**src/rtl/move_display_sequencer.sv**
```systemverilog
// Buffers one checkers move (list of squares) and cycles its hops as "from -> to" digit indices
// for four 7-seg encoders. Optional to-digit blink is built when BLINK_LEDS_EN is defined.
module move_display_sequencer #(
    parameter int MAX_SQUARES  = 8,
    parameter int DWELL_CYCLES = 50000000,
    parameter int BLINK_HALF   = 12500000
) (
    input  logic       clock,
    input  logic       reset,
    input  logic       clear,
    input  logic       sq_valid,
    output logic       sq_ready,
    input  logic [2:0] sq_row,
    input  logic [2:0] sq_col,
    input  logic       sq_last,
    output logic [4:0] digit_idx3,
    output logic [4:0] digit_idx2,
    output logic [4:0] digit_idx1,
    output logic [4:0] digit_idx0,
    output logic [3:0] digit_blank,
    output logic [2:0] pair_idx,
    output logic       showing
);

    localparam int AW = (MAX_SQUARES > 1) ? $clog2(MAX_SQUARES) : 1;
    localparam int CW = $clog2(MAX_SQUARES) + 1;
    localparam int DW = $clog2(DWELL_CYCLES);

    if (MAX_SQUARES < 2 || DWELL_CYCLES < 2 || BLINK_HALF < 1) begin : g_bad_cfg
        $error("move_display_sequencer: invalid parameter set");
    end

    typedef enum logic [1:0] {IDLE, LOAD, SHOW} state_t;

    state_t          state_q, state_d;
    logic [CW-1:0]   count_q, count_new;
    logic [AW-1:0]   pair_q, pair_to, slot;
    logic [DW-1:0]   dwell_q;
    logic [2:0]      row_mem [MAX_SQUARES];
    logic [2:0]      col_mem [MAX_SQUARES];
    logic            accept, dwell_done, last_pair, to_blank;

    assign sq_ready   = (state_q == SHOW) || (count_q < CW'(MAX_SQUARES));
    assign accept     = sq_valid && sq_ready && !clear;
    assign dwell_done = (state_q == SHOW) && (dwell_q == DW'(DWELL_CYCLES - 1));
    assign last_pair  = (count_q < CW'(2)) || (CW'(pair_q) == count_q - CW'(2));
    assign slot       = (state_q == LOAD) ? count_q[AW-1:0] : '0;
    assign count_new  = (state_q == LOAD) ? count_q + CW'(1) : CW'(1);
    assign pair_to    = pair_q + AW'(1);
    assign showing    = (state_q == SHOW);
    assign pair_idx   = 3'(pair_q);

    always_ff @(posedge clock or posedge reset) begin
        if (reset) state_q <= IDLE;
        else       state_q <= state_d;
    end

    // A square accepted in SHOW restarts the move with it as the new start square.
    always_comb begin
        state_d = state_q;
        if (clear) begin
            state_d = IDLE;
        end else if (accept) begin
            if (sq_last || count_new == CW'(MAX_SQUARES)) state_d = SHOW;
            else                                          state_d = LOAD;
        end
    end

    // Stage p0: move buffer, pair pointer and dwell timer
    always_ff @(posedge clock or posedge reset) begin
        if (reset) begin
            count_q <= '0;
            pair_q  <= '0;
            dwell_q <= '0;
            for (int i = 0; i < MAX_SQUARES; i++) begin
                row_mem[i] <= '0;
                col_mem[i] <= '0;
            end
        end else if (clear) begin
            count_q <= '0;
            pair_q  <= '0;
            dwell_q <= '0;
        end else if (accept) begin
            row_mem[slot] <= sq_row;
            col_mem[slot] <= sq_col;
            count_q       <= count_new;
            pair_q        <= '0;
            dwell_q       <= '0;
        end else if (state_q == SHOW) begin
            if (dwell_done) begin
                dwell_q <= '0;
                pair_q  <= last_pair ? '0 : pair_to;
            end else begin
                dwell_q <= dwell_q + DW'(1);
            end
        end
    end

`ifdef BLINK_LEDS_EN
    localparam int BW = (BLINK_HALF > 1) ? $clog2(BLINK_HALF) : 1;
    logic [BW-1:0] blink_q;
    logic          blink_on_q;

    // Blink phase restarts unblanked on SHOW entry and on every pair advance.
    always_ff @(posedge clock or posedge reset) begin
        if (reset) begin
            blink_q    <= '0;
            blink_on_q <= 1'b0;
        end else if (clear || accept || dwell_done || state_q != SHOW) begin
            blink_q    <= '0;
            blink_on_q <= 1'b0;
        end else if (blink_q == BW'(BLINK_HALF - 1)) begin
            blink_q    <= '0;
            blink_on_q <= !blink_on_q;
        end else begin
            blink_q <= blink_q + BW'(1);
        end
    end

    assign to_blank = blink_on_q;
`else
    assign to_blank = 1'b0;
`endif

    // Stage p1: registered digit indices and blanking
    always_ff @(posedge clock or posedge reset) begin
        if (reset) begin
            digit_idx3  <= '0;
            digit_idx2  <= '0;
            digit_idx1  <= '0;
            digit_idx0  <= '0;
            digit_blank <= 4'hF;
        end else if (clear || state_q != SHOW) begin
            digit_idx3  <= '0;
            digit_idx2  <= '0;
            digit_idx1  <= '0;
            digit_idx0  <= '0;
            digit_blank <= 4'hF;
        end else if (count_q >= CW'(2)) begin
            digit_idx3  <= 5'd9 + {2'b00, col_mem[pair_q]};
            digit_idx2  <= 5'd1 + {2'b00, row_mem[pair_q]};
            digit_idx1  <= 5'd9 + {2'b00, col_mem[pair_to]};
            digit_idx0  <= 5'd1 + {2'b00, row_mem[pair_to]};
            digit_blank <= {2'b00, {2{to_blank}}};
        end else begin
            digit_idx3  <= 5'd9 + {2'b00, col_mem[pair_q]};
            digit_idx2  <= 5'd1 + {2'b00, row_mem[pair_q]};
            digit_idx1  <= '0;
            digit_idx0  <= '0;
            digit_blank <= 4'h3;
        end
    end

endmodule

```
**config.mk**
```make
export PLATFORM = sky130hd
export DESIGN_NAME = move_display_sequencer
export DESIGN_NICKNAME = d
export VERILOG_FILES = /design/src/rtl/move_display_sequencer.sv
export SDC_FILE = /design/constraint.sdc
export NUM_CORES = 1
export LEC_CHECK = 0
export CORE_MARGIN = 4
export CORE_UTILIZATION = 50
export DETAILED_ROUTE_END_ITERATION = 16
export DONT_BUFFER_PORTS = 1
export GPL_TIMING_DRIVEN = 1
export PLACE_DENSITY = 0.67
export SLEW_MARGIN = 10
export SYNTH_ARGS = -nofsm -noshare
export SYNTH_HDL_FRONTEND = slang
export SYNTH_SLANG_ARGS = --single-unit
export TNS_END_PERCENT = 100
```
**constraint.sdc**
```tcl
create_clock -name clock -period 3.1 [get_ports clock]
set_input_delay 0.465 -clock clock [delete_from_list [all_inputs] [get_ports clock]]
set_output_delay 0.465 -clock clock [all_outputs]
set_load 0.005 [all_outputs]
```
==> results of run 1 <==
## power groups by stage
stage | registers, uW | logic (uW) | clock network (uW)
after CTS | 1410 | 222 | 899
after floorplan | 1430 | 175 | 0
after global placement | 1440 | 216 | 0
after global routing | 1420 | 251 | 942
final | 1410 | 218 | 864
after detailed placement | 1440 | 220 | 0
## worst max-delay path, stage by stage (launching register included)
cell,delay [ns]
dfrtp_1,0.40
ha_1,0.68
mux4_2,0.40
mux2_2,0.29
ha_1,0.20
ha_1,0.26
inv_1,0.05
nor2_1,0.04
## routing by layer
metal  global-route usage, %  vias to the layer above  share of wire, %
met3                    6.58                       13               6.5
met4                    5.43                        0               1.4
met1                    26.1                     1731                45
met2                    29.2                       95                47
li1                        -                     1596                 -
met5                       0                        -                 0
## per-stage QoR
step / hold slack, ns / power, uW
floorplan: 0.436 / 1600
global placement: 0.458 / 1650
detailed placement: 0.468 / 1660
CTS: 0.0933 / 2530
global route: 0.103 / 2610
finish: 0.0768 / 2490
## cells by family after synthesis
logic type                 Yosys count  share of synthesized area (%)
and+or+nand+nor                    140                           14.7
DFF                                103                           47.9
muxes                               86                           22.9
AOI/OAI and AO/OA                   38                           4.69
buffers and inverters               33                           2.83
xor gates and xnor gates            24                           3.90
adders and majority gates           13                           3.02
other                                1                         0.0696
## cell type report
class                   instances  area (sq um)  area share (%)
multi-input cells             303          2660            46.5
flip-flops and latches        103          2580            45.1
inverters                      16          63.8            1.11
repair buffers                  5          50.0           0.875
well taps                     136           170            2.97
clock buffers                  10           128            2.23
clock inverters                 6          70.1            1.22
## worst paths after layout
check,from,end,depth (start not counted)
worst min register to register,dwell_q[23]$_DFFE_PP0P_,dwell_q[23]$_DFFE_PP0P_,1
worst max register to register,pair_idx[0]$_DFFE_PP0P_,digit_idx1[2]$_DFF_PP0_,7
max in group asynchronous,reset,row_mem[6]$_DFFE_PP0P_,2
worst min-delay path,reset,count_q[0]$_DFFE_PP0P_,2
worst max-delay path,pair_idx[0]$_DFFE_PP0P_,digit_idx1[2]$_DFF_PP0_,7
min in group clock,clear,state_q[0]$_DFFE_PP0P_,1
## registers in the layout (all words and copies together), names as in the netlist
register,cells
dwell_q,26
col_mem,24
row_mem,24
digit_idx1,5
digit_idx3,5
count_q,4
digit_idx0,4
digit_idx2,4
pair_idx,3
digit_blank,2
state_q,2
## synthesized netlist by cell type (all sizes together) (4+ instances only)
cell / n
or3: 5
a31oi: 7
nor4: 8
a21oi: 10
nand2: 29
ha: 13
nand3: 12
mux2i: 4
nor2: 37
mux4: 24
o21ai: 6
buf: 13
xor2: 12
and2: 7
xnor2: 12
mux2: 58
nor3: 12
nand4: 13
clkbuf: 4
dfrtp: 101
inv: 16
## cells in the final DEF, fill, tap and decap left out, types with 2 or more instances in the layout
| cell | instances |
|---|---|
| o21ai_0 | 5 |
| inv_1 | 15 |
| nor3_2 | 3 |
| a21o_1 | 2 |
| dfstp_2 | 2 |
| xor2_1 | 12 |
| nor3b_1 | 2 |
| a31oi_1 | 7 |
| clkbuf_8 | 9 |
| xnor2_1 | 12 |
| mux2_2 | 58 |
| dfrtp_1 | 101 |
| nor4_1 | 5 |
| nor4_4 | 2 |
| nor2_1 | 37 |
| a41oi_1 | 3 |
| and2_1 | 7 |
| a211o_1 | 2 |
| a21oi_1 | 10 |
| nand2_1 | 28 |
| buf_4 | 4 |
| nand4_1 | 11 |
| mux2i_1 | 4 |
| mux4_2 | 24 |
| nand3_1 | 11 |
| ha_1 | 13 |
| a311oi_1 | 2 |
| and4_1 | 2 |
| nor2b_1 | 3 |
| nand2b_1 | 2 |
| and3_1 | 2 |
| nor3_1 | 9 |
| clkinv_4 | 3 |
| conb_1 | 2 |
| or3_1 | 5 |
| or2_2 | 2 |
==> impl_metrics.py, run 1 <==
metrics = {
    "synth": {
        "ys_async_sr_fraction_pct": 100,
        "yosys_register_bits": 103,
        "synth_area_leaders": "dfrtp_1, mux2_2, mux4_2, ha_1, nor2_1",
        "syn_area_per_cell_sq_um": 12.3,
        "yosysWarningCount": 0,
        "syn_inst": 438,
        "synth_flop_cell": "dfrtp_1",
        "synth_top_area_share_pct": 46.9,
        "ys_seq_area_share_pct": 47.9,
        "synthDistinctLibCells": 52,
        "syn-cell-area_sq_mm": 0.00539,
        "synth_edf_count": 0,
        "synth_top_area_cell": "dfrtp_1",
    },
    "placed_design": {
        "place_ws_ns": 0.663,
        "placed_area_sq_mm": 0.00553,
        "place.gp.congestion": 0.802,
        "dpl.hpwl_um": 7550,
        "io_buffers": 0,
        "dp.cells": 563,
    },
    "cells_and_area": {
        "final_area_sq_mm": 0.00572,
        "drive_gt1_share_pct": 27.3,
        "syn_to_final_growth_pct": 6.17,
        "finalNonFillerCells": 579,
        "finish.utilization_pct": 54.9,
        "final_nets": 462,
        "fillers": 877,
        "insertedDiodeCount": 0,
    },
    "power_and_ir_drop": {
        "internal_power_uw": 1860,
        "swShare_pct": 25.4,
        "irDropWorstVdd_mv": 0.342,
        "pwr-share-comb_pct": 8.8,
        "seqPwrFrac_pct": 56.6,
        "power.leakage_uw": 0.00248,
        "power.density_mw_per_mm2": 436,
        "p_switching_uw": 633,
        "pwr-share-clk_pct": 34.6,
    },
    "timing": {
        "grt_setup_unrepaired": "false",
        "drv_slew": 0,
        "final.period_utilization_pct": 79.5,
        "final-hold-violation-count": 0,
        "finalSetupViolations": 0,
        "fin_ws_ns": 0.636,
        "fin_skew_ns": 0.0120,
        "relSlewSlack_pct": 47.9,
        "worst_pin_slew_ns": 0.776,
        "setup_tns_ns": 0,
        "period_minus_slack_ns": 2.46,
        "clock.fmax_ghz": 0.406,
    },
    "die": {
        "fp-row-count": 37,
        "initial_utilization_pct": 51.7,
        "ioPinCount": 40,
        "die-height_um": 112,
        "die_x_um": 112,
        "die_area_sq_mm": 0.0125,
        "core_sq_mm": 0.0104,
    },
    "global_routing": {
        "grt_max_degree": 104,
        "first_global_vias": 3483,
        "grt_pass1_wl_um": 18700,
        "track_usage_pct": 19.1,
        "antenna_found_initial": 0,
        "grt_remaining_overflow": 0,
    },
    "clock_network": {
        "clkSinkCount": 103,
        "cts_max_path_buffers": 2,
        "cts_resized": 0,
        "ctsHoldBuffers": 0,
        "cts-root-buf": "clkbuf_8",
        "cts_buffers": 9,
        "postCtsSetupBuffers": 0,
        "cts_tree": "done",
        "path_clk_slew_ns": 0.10,
        "cts_max_level": 3,
        "clk_latency_ns": 0.40,
    },
    "drt": {
        "drc_errors": 0,
        "totalWireLength_um": 11000,
        "wire_per_inst_um": 19.0,
        "first_iter_violations": 226,
        "dr_total_vias": 3435,
        "route.antenna.remaining_nets": 0,
        "drtPass1Iterations": 4,
        "vias_per_cell": 5.93,
    },
    "setup_path": {
        "cp-end-kind": "flop",
        "required_ns": 3.36,
        "r2r_slack_ns": 0.64,
        "setup.worst_path.start_class": "flop",
        "timing_worst_setup_path_type": "reg -> reg",
        "crit_fanout": 13,
        "arrival_ns": 2.72,
    },
    "status": {
        "status": "finished clean",
    },
    "hold_path": {
        "hold_path_class": "in -> async",
    },
    "run": {
        "maxCapViolations": 0,
    },
}
Note: power is estimated with default switching activity, not from simulation.
==> inputs of run 2 (changes only) <==
==> constraint.sdc (replaced) <==
create_clock -name clock -period 2.1 [get_ports clock]
set_input_delay 0.315 -clock clock [delete_from_list [all_inputs] [get_ports clock]]
set_output_delay 0.315 -clock clock [all_outputs]
set_load 0.005 [all_outputs]
==> run 2 against run 1 <==
Net effect:
- global-route usage up 1.6 points
- die area did not move
- routed wire length is 14% higher
- combinational power up 82%
- sequential power rose by 48%
- clock skew down 0.0016 ns
- fmax rose by 20%
- clock power grew 37%
- largest power group unchanged
- highest routed layer unchanged
==> impl_metrics.py, run 2 (synthesized netlist as in run 1, its figures left out) <==
metrics = {
    "status": {
        "status": "finished clean",
    },
    "power_and_ir_drop": {
        "seqPwrFrac_pct": 57.1,
        "power.leakage_uw": 0.00272,
        "power.density_mw_per_mm2": 584,
        "pwr-share-clk_pct": 32.1,
        "p_switching_uw": 978,
        "irDropWorstVdd_mv": 0.501,
        "internal_power_uw": 2680,
        "pwr-share-comb_pct": 10.8,
        "swShare_pct": 26.7,
    },
    "drt": {
        "totalWireLength_um": 12600,
        "vias_per_cell": 5.99,
        "drtPass1Iterations": 5,
        "dr_total_vias": 3712,
        "first_iter_violations": 303,
        "drc_errors": 0,
        "route.antenna.remaining_nets": 0,
        "wire_per_inst_um": 20.3,
    },
    "cells_and_area": {
        "final_nets": 503,
        "most-common-layout-cells": "dfrtp_1, mux2_2, nor2_1",
        "fillers": 794,
        "reg_top3": "dwell_q x26, col_mem x24, row_mem x24",
        "insertedDiodeCount": 0,
        "mostFrequentLayoutCell": "dfrtp_1",
        "drive_gt1_share_pct": 35.7,
        "regMostFlops": "dwell_q",
        "largest_register_ffs": 26,
        "syn_to_final_growth_pct": 16.3,
    },
    "timing": {
        "setup_tns_ns": 0,
        "final.period_utilization_pct": 97.9,
        "whs_ns": 0.0700,
        "final-hold-violation-count": 0,
        "grt_setup_unrepaired": "true",
        "drv_slew": 0,
        "clock.fmax_ghz": 0.486,
        "relSlewSlack_pct": 52.9,
        "period_minus_slack_ns": 2.06,
        "worst_pin_slew_ns": 0.705,
        "finalSetupViolations": 0,
        "fin_skew_ns": 0.0104,
    },
    "die": {
        "fp-row-count": 37,
        "die_area_sq_mm": 0.0125,
        "core_sq_mm": 0.0104,
        "initial_utilization_pct": 51.7,
        "die_x_um": 112,
        "die-height_um": 112,
        "ioPinCount": 40,
    },
    "placed_design": {
        "dpl.hpwl_um": 8770,
        "io_buffers": 0,
        "place.gp.congestion": 0.828,
    },
    "global_routing": {
        "globalRouteMet3Util_pct": 7.12,
        "antenna_found_initial": 0,
        "grt_busiest_layer": "met2",
        "grt_remaining_overflow": 0,
        "grt_max_degree": 41,
        "track_usage_pct": 20.8,
        "first_global_vias": 3803,
        "grt_pass1_wl_um": 20300,
        "met1_usage_pct": 25.9,
        "use_met2_pct": 33.7,
    },
    "setup_path": {
        "crit_fanout": 4,
        "worst_r2r_endpoint": "digit_idx3[2]$_DFF_PP0_",
        "r2r_slack_ns": 0.04,
        "r2r.worst_path.cells": 6,
        "required_ns": 2.38,
        "arrival_ns": 2.34,
        "cp-end-kind": "flop",
        "timing_worst_setup_path_type": "reg -> reg",
        "setup.worst_path.start_class": "flop",
        "r2r-start": "pair_idx[0]$_DFFE_PP0P_",
        "crit_path_start": "pair_idx[0]$_DFFE_PP0P_",
    },
    "run": {
        "maxCapViolations": 0,
    },
    "clock_network": {
        "cts_buffers": 9,
        "clk_latency_ns": 0.39,
        "cts_max_path_buffers": 2,
        "cts_max_level": 3,
        "clkSinkCount": 103,
        "path_clk_slew_ns": 0.10,
        "cts-root-buf": "clkbuf_8",
        "cts_tree": "done",
    },
    "hold_path": {
        "holdCritStartpoint": "sq_row[0]",
        "holdPathEnd": "row_mem[15]$_DFFE_PP0P_",
        "hold_path_depth": 1,
        "hold_path_class": "in -> reg",
    },
}
==> run 2: through the flow <==
| step | cell area (sq um) | total power, uW | util, % | std cells | worst slack, ns |
|---|---|---|---|---|---|
| 2_1_floorplan | 5460 | 2380 | - | 439 | -0.0488 |
| 3_3_place_gp | 5830 | 2480 | 55.9 | 592 | 0.0302 |
| 3_5_place_dp | 5830 | 2500 | 55.9 | 592 | -0.0633 |
| 4_1_cts | 6040 | 3680 | 58.0 | 610 | -0.00893 |
| 5_1_grt | 6270 | 3850 | 60.2 | 620 | -0.0274 |
| 6_report | 6270 | 3660 | 60.2 | 620 | 0.0444 |
==> run 2: worst max-delay path, stage by stage, from the launching register on <==
cell	delay [ns]
dfrtp_2	0.47
clkbuf_16	0.17
mux4_2	0.50
mux2_4	0.32
ha_4	0.17
ha_4	0.19
and2_1	0.13
==> run 2: worst max-delay path by stage <==
| stage | cells after the start | end |
|---|---|---|
| floorplan | 8 | digit_idx1[2]$_DFF_PP0_ |
| global placement | 7 | digit_idx0[2]$_DFF_PP0_ |
| detailed placement | 7 | digit_idx0[2]$_DFF_PP0_ |
| CTS | 7 | digit_idx0[2]$_DFF_PP0_ |
| global route | 7 | digit_idx0[2]$_DFF_PP0_ |
| finish | 6 | digit_idx3[2]$_DFF_PP0_ |
==> run 2: area by class of cell <==
cell class              count  area [sq um]  share of cell area (%)
clock inverters             7          58.8                   0.938
inverters                  16          63.8                    1.02
well taps                 136           170                    2.71
flip-flops and latches    103          2580                    41.2
repair buffers             46           498                    7.94
multi-input cells         303          2770                    44.2
clock buffers               9           124                    1.98
==> run 2: layer usage <==
metal | up-vias | wire length, um
li1 | 1678 | -
met1 | 1922 | 5430
met5 | - | 0
met3 | 18 | 599
met4 | 0 | 265
met2 | 94 | 6310
==> run 2: power by group through the flow <==
stage	sequential [uW]	clock (uW)	combinational, uW
final	2090	1180	396
after global routing	2100	1300	444
after CTS	2090	1210	373
after detailed placement	2130	0	369
after global placement	2130	0	355
after floorplan	2110	0	272
==> run 2: repair_timing <==
| item | 4_1_cts | 5_1_grt |
|---|---|---|
| endpoints found under the hold margin | 26 | 0 |
| buffers inserted | 0 | 7 |
| setup endpoints to repair | 3 | 6 |
| hold buffers | 2 | 0 |
| gates resized for setup | 3 | 22 |
| cloned | 0 | 3 |
| pin swaps | 0 | 3 |
==> inputs of run 3 (changes only) <==
--- a/config.mk
+++ b/config.mk
@@ -5,7 +5,6 @@
 export SDC_FILE = /design/constraint.sdc
 export NUM_CORES = 1
 export LEC_CHECK = 0
-export CORE_MARGIN = 4
 export CORE_UTILIZATION = 50
 export DETAILED_ROUTE_END_ITERATION = 16
 export DONT_BUFFER_PORTS = 1
==> run 3 against run 2 <==
Net effect:
- count of clock-buffer cells in the layout grew 1
- critical path depth unchanged
- sequential power about the same
- flip-flop and latch count unchanged
- combinational power fell by 3%
- critical endpoint unchanged
- largest cell class unchanged
- largest power group unchanged
- highest routed layer unchanged
==> impl_metrics.py, run 3 (synthesized netlist as in run 1, its figures left out) <==
metrics = {
    "clock_network": {
        "clk_latency_ns": 0.38,
        "cts_tree": "done",
        "cts-root-buf": "clkbuf_8",
        "clkSinkCount": 103,
        "path_clk_slew_ns": 0.10,
        "cts_max_path_buffers": 2,
        "cts_buffers": 9,
        "cts_max_level": 3,
    },
    "drt": {
        "totalWireLength_um": 12200,
        "vias_per_cell": 5.95,
        "route.antenna.remaining_nets": 0,
        "drc_errors": 0,
        "dr_total_vias": 3649,
        "first_iter_violations": 258,
        "drtPass1Iterations": 4,
        "wire_per_inst_um": 19.9,
    },
    "timing": {
        "whs_ns": 0.0727,
        "relSlewSlack_pct": 56.8,
        "period_minus_slack_ns": 2.07,
        "worst_pin_slew_ns": 0.646,
        "final.period_utilization_pct": 98.8,
        "final-hold-violation-count": 0,
        "fin_skew_ns": 0.0111,
        "clock.fmax_ghz": 0.482,
        "drv_slew": 0,
        "finalSetupViolations": 0,
        "grt_setup_unrepaired": "true",
    },
    "setup_path": {
        "r2r.worst_path.cells": 6,
        "slowest_delay_ns": 0.52,
        "crit_path_start": "pair_idx[0]$_DFFE_PP0P_",
        "crit_path_frequent_cell": "ha_4",
        "cp-end-kind": "flop",
        "r2r-start": "pair_idx[0]$_DFFE_PP0P_",
        "crit_path_top_delay_cell": "mux4_2",
        "required_ns": 2.38,
        "crit_chain": "buf_8, mux4_2, mux2_4, ha_4, ha_4, and2_1",
        "r2r_slack_ns": 0.03,
        "timing_worst_setup_path_type": "reg -> reg",
        "setup.worst_path.start_class": "flop",
        "crit_fanout": 8,
        "arrival_ns": 2.35,
    },
    "cells_and_area": {
        "final_nets": 496,
        "most-common-layout-cells": "dfrtp_1, mux2_2, nor2_1",
        "final_area_sq_mm": 0.00620,
        "finalNonFillerCells": 613,
        "mostFrequentLayoutCell": "dfrtp_1",
        "syn_to_final_growth_pct": 15.1,
        "reg_top3": "dwell_q x26, col_mem x24, row_mem x24",
        "finish.utilization_pct": 59.8,
        "largest_register_ffs": 26,
        "insertedDiodeCount": 0,
        "regMostFlops": "dwell_q",
        "drive_gt1_share_pct": 34.0,
        "fillers": 822,
    },
    "placed_design": {
        "io_buffers": 0,
        "placed_area_sq_mm": 0.00580,
        "place.gp.congestion": 0.810,
        "dpl.hpwl_um": 8620,
        "dp.cells": 594,
    },
    "power_and_ir_drop": {
        "power.density_mw_per_mm2": 675,
        "power.leakage_uw": 0.00269,
        "irDropWorstVdd_mv": 0.488,
        "total_power_uw": 4190,
    },
    "global_routing": {
        "grt_pass1_wl_um": 19700,
        "grt_max_degree": 45,
        "grt_remaining_overflow": 0,
        "antenna_found_initial": 0,
        "track_usage_pct": 23.4,
        "first_global_vias": 3739,
    },
    "die": {
        "die_area_sq_mm": 0.0112,
        "ioPinCount": 40,
        "core_sq_mm": 0.0104,
        "die_x_um": 106,
        "die-height_um": 106,
        "fp-row-count": 37,
        "initial_utilization_pct": 52.0,
    },
    "run": {
        "maxCapViolations": 0,
    },
    "status": {
        "status": "finished clean",
    },
    "hold_path": {
        "hold_path_class": "in -> reg",
        "hold_path_depth": 1,
        "holdCritStartpoint": "sq_col[0]",
    },
}
[run 3: worst paths after layout]
| kind | end |
|---|---|
| worst min-delay path | col_mem[15]$_DFFE_PP0P_ |
| worst min register to register | dwell_q[23]$_DFFE_PP0P_ |
| max in group asynchronous | digit_blank[1]$_DFF_PP1_ |
| min in group asynchronous | row_mem[9]$_DFFE_PP0P_ |
| worst max-delay path | digit_idx3[2]$_DFF_PP0_ |
| worst max register to register | digit_idx3[2]$_DFF_PP0_ |
[run 3: area by class of cell]
type,count,area (sq um),share of cell area [%]
repair buffers,39,362,5.83
flip-flops and latches,103,2580,41.6
well taps,136,170,2.74
clock inverters,6,158,2.54
multi-input cells,303,2740,44.2
clock buffers,10,128,2.06
inverters,16,63.8,1.03
[run 3: critical path, delay by kind of cell (launching register included)]
family	cells	cell delay, ns
fa+ha+maj	2	0.36
buf+inv	1	0.17
flops	1	0.45
mux	2	0.85
simple gates	1	0.13
[run 3: power by group]
group	switching, uW	leakage [uW]	internal, uW
sequential	48.0	0.00141	2040
clock	683	0.000137	1030
combinational	195	0.00115	189
total	926	0.00269	3260
[run 3: per-stage QoR]
| stage | TNS [ns] | worst slack [ns] |
|---|---|---|
| 3_5_place_dp | -0.0637 | -0.0361 |
| 3_3_place_gp | 0 | 0.0256 |
| 4_1_cts | 0 | 0.00796 |
| 6_report | 0 | 0.0251 |
| 5_1_grt | -0.0624 | -0.0282 |
| 2_1_floorplan | -0.0488 | -0.0488 |
[run 3: layer usage]
layer | vias up | share of wire, % | track usage [%] | wire length (um)
li1 | 1662 | - | - | -
met1 | 1900 | 43 | 30.4 | 5250
met2 | 66 | 50 | 38.0 | 6080
met5 | - | 0 | 0 | 0
met3 | 21 | 4.8 | 6.31 | 579
met4 | 0 | 2.2 | 7.64 | 266
[run 3: what timing repair did]
| action | CTS | global route |
|---|---|---|
| setup endpoints to repair | 3 | 9 |
| pin swaps | 0 | 2 |
| gates resized for setup | 5 | 14 |
| setup buffers | 0 | 1 |
| hold endpoints to repair | 25 | 0 |
| hold buffers | 2 | 0 |
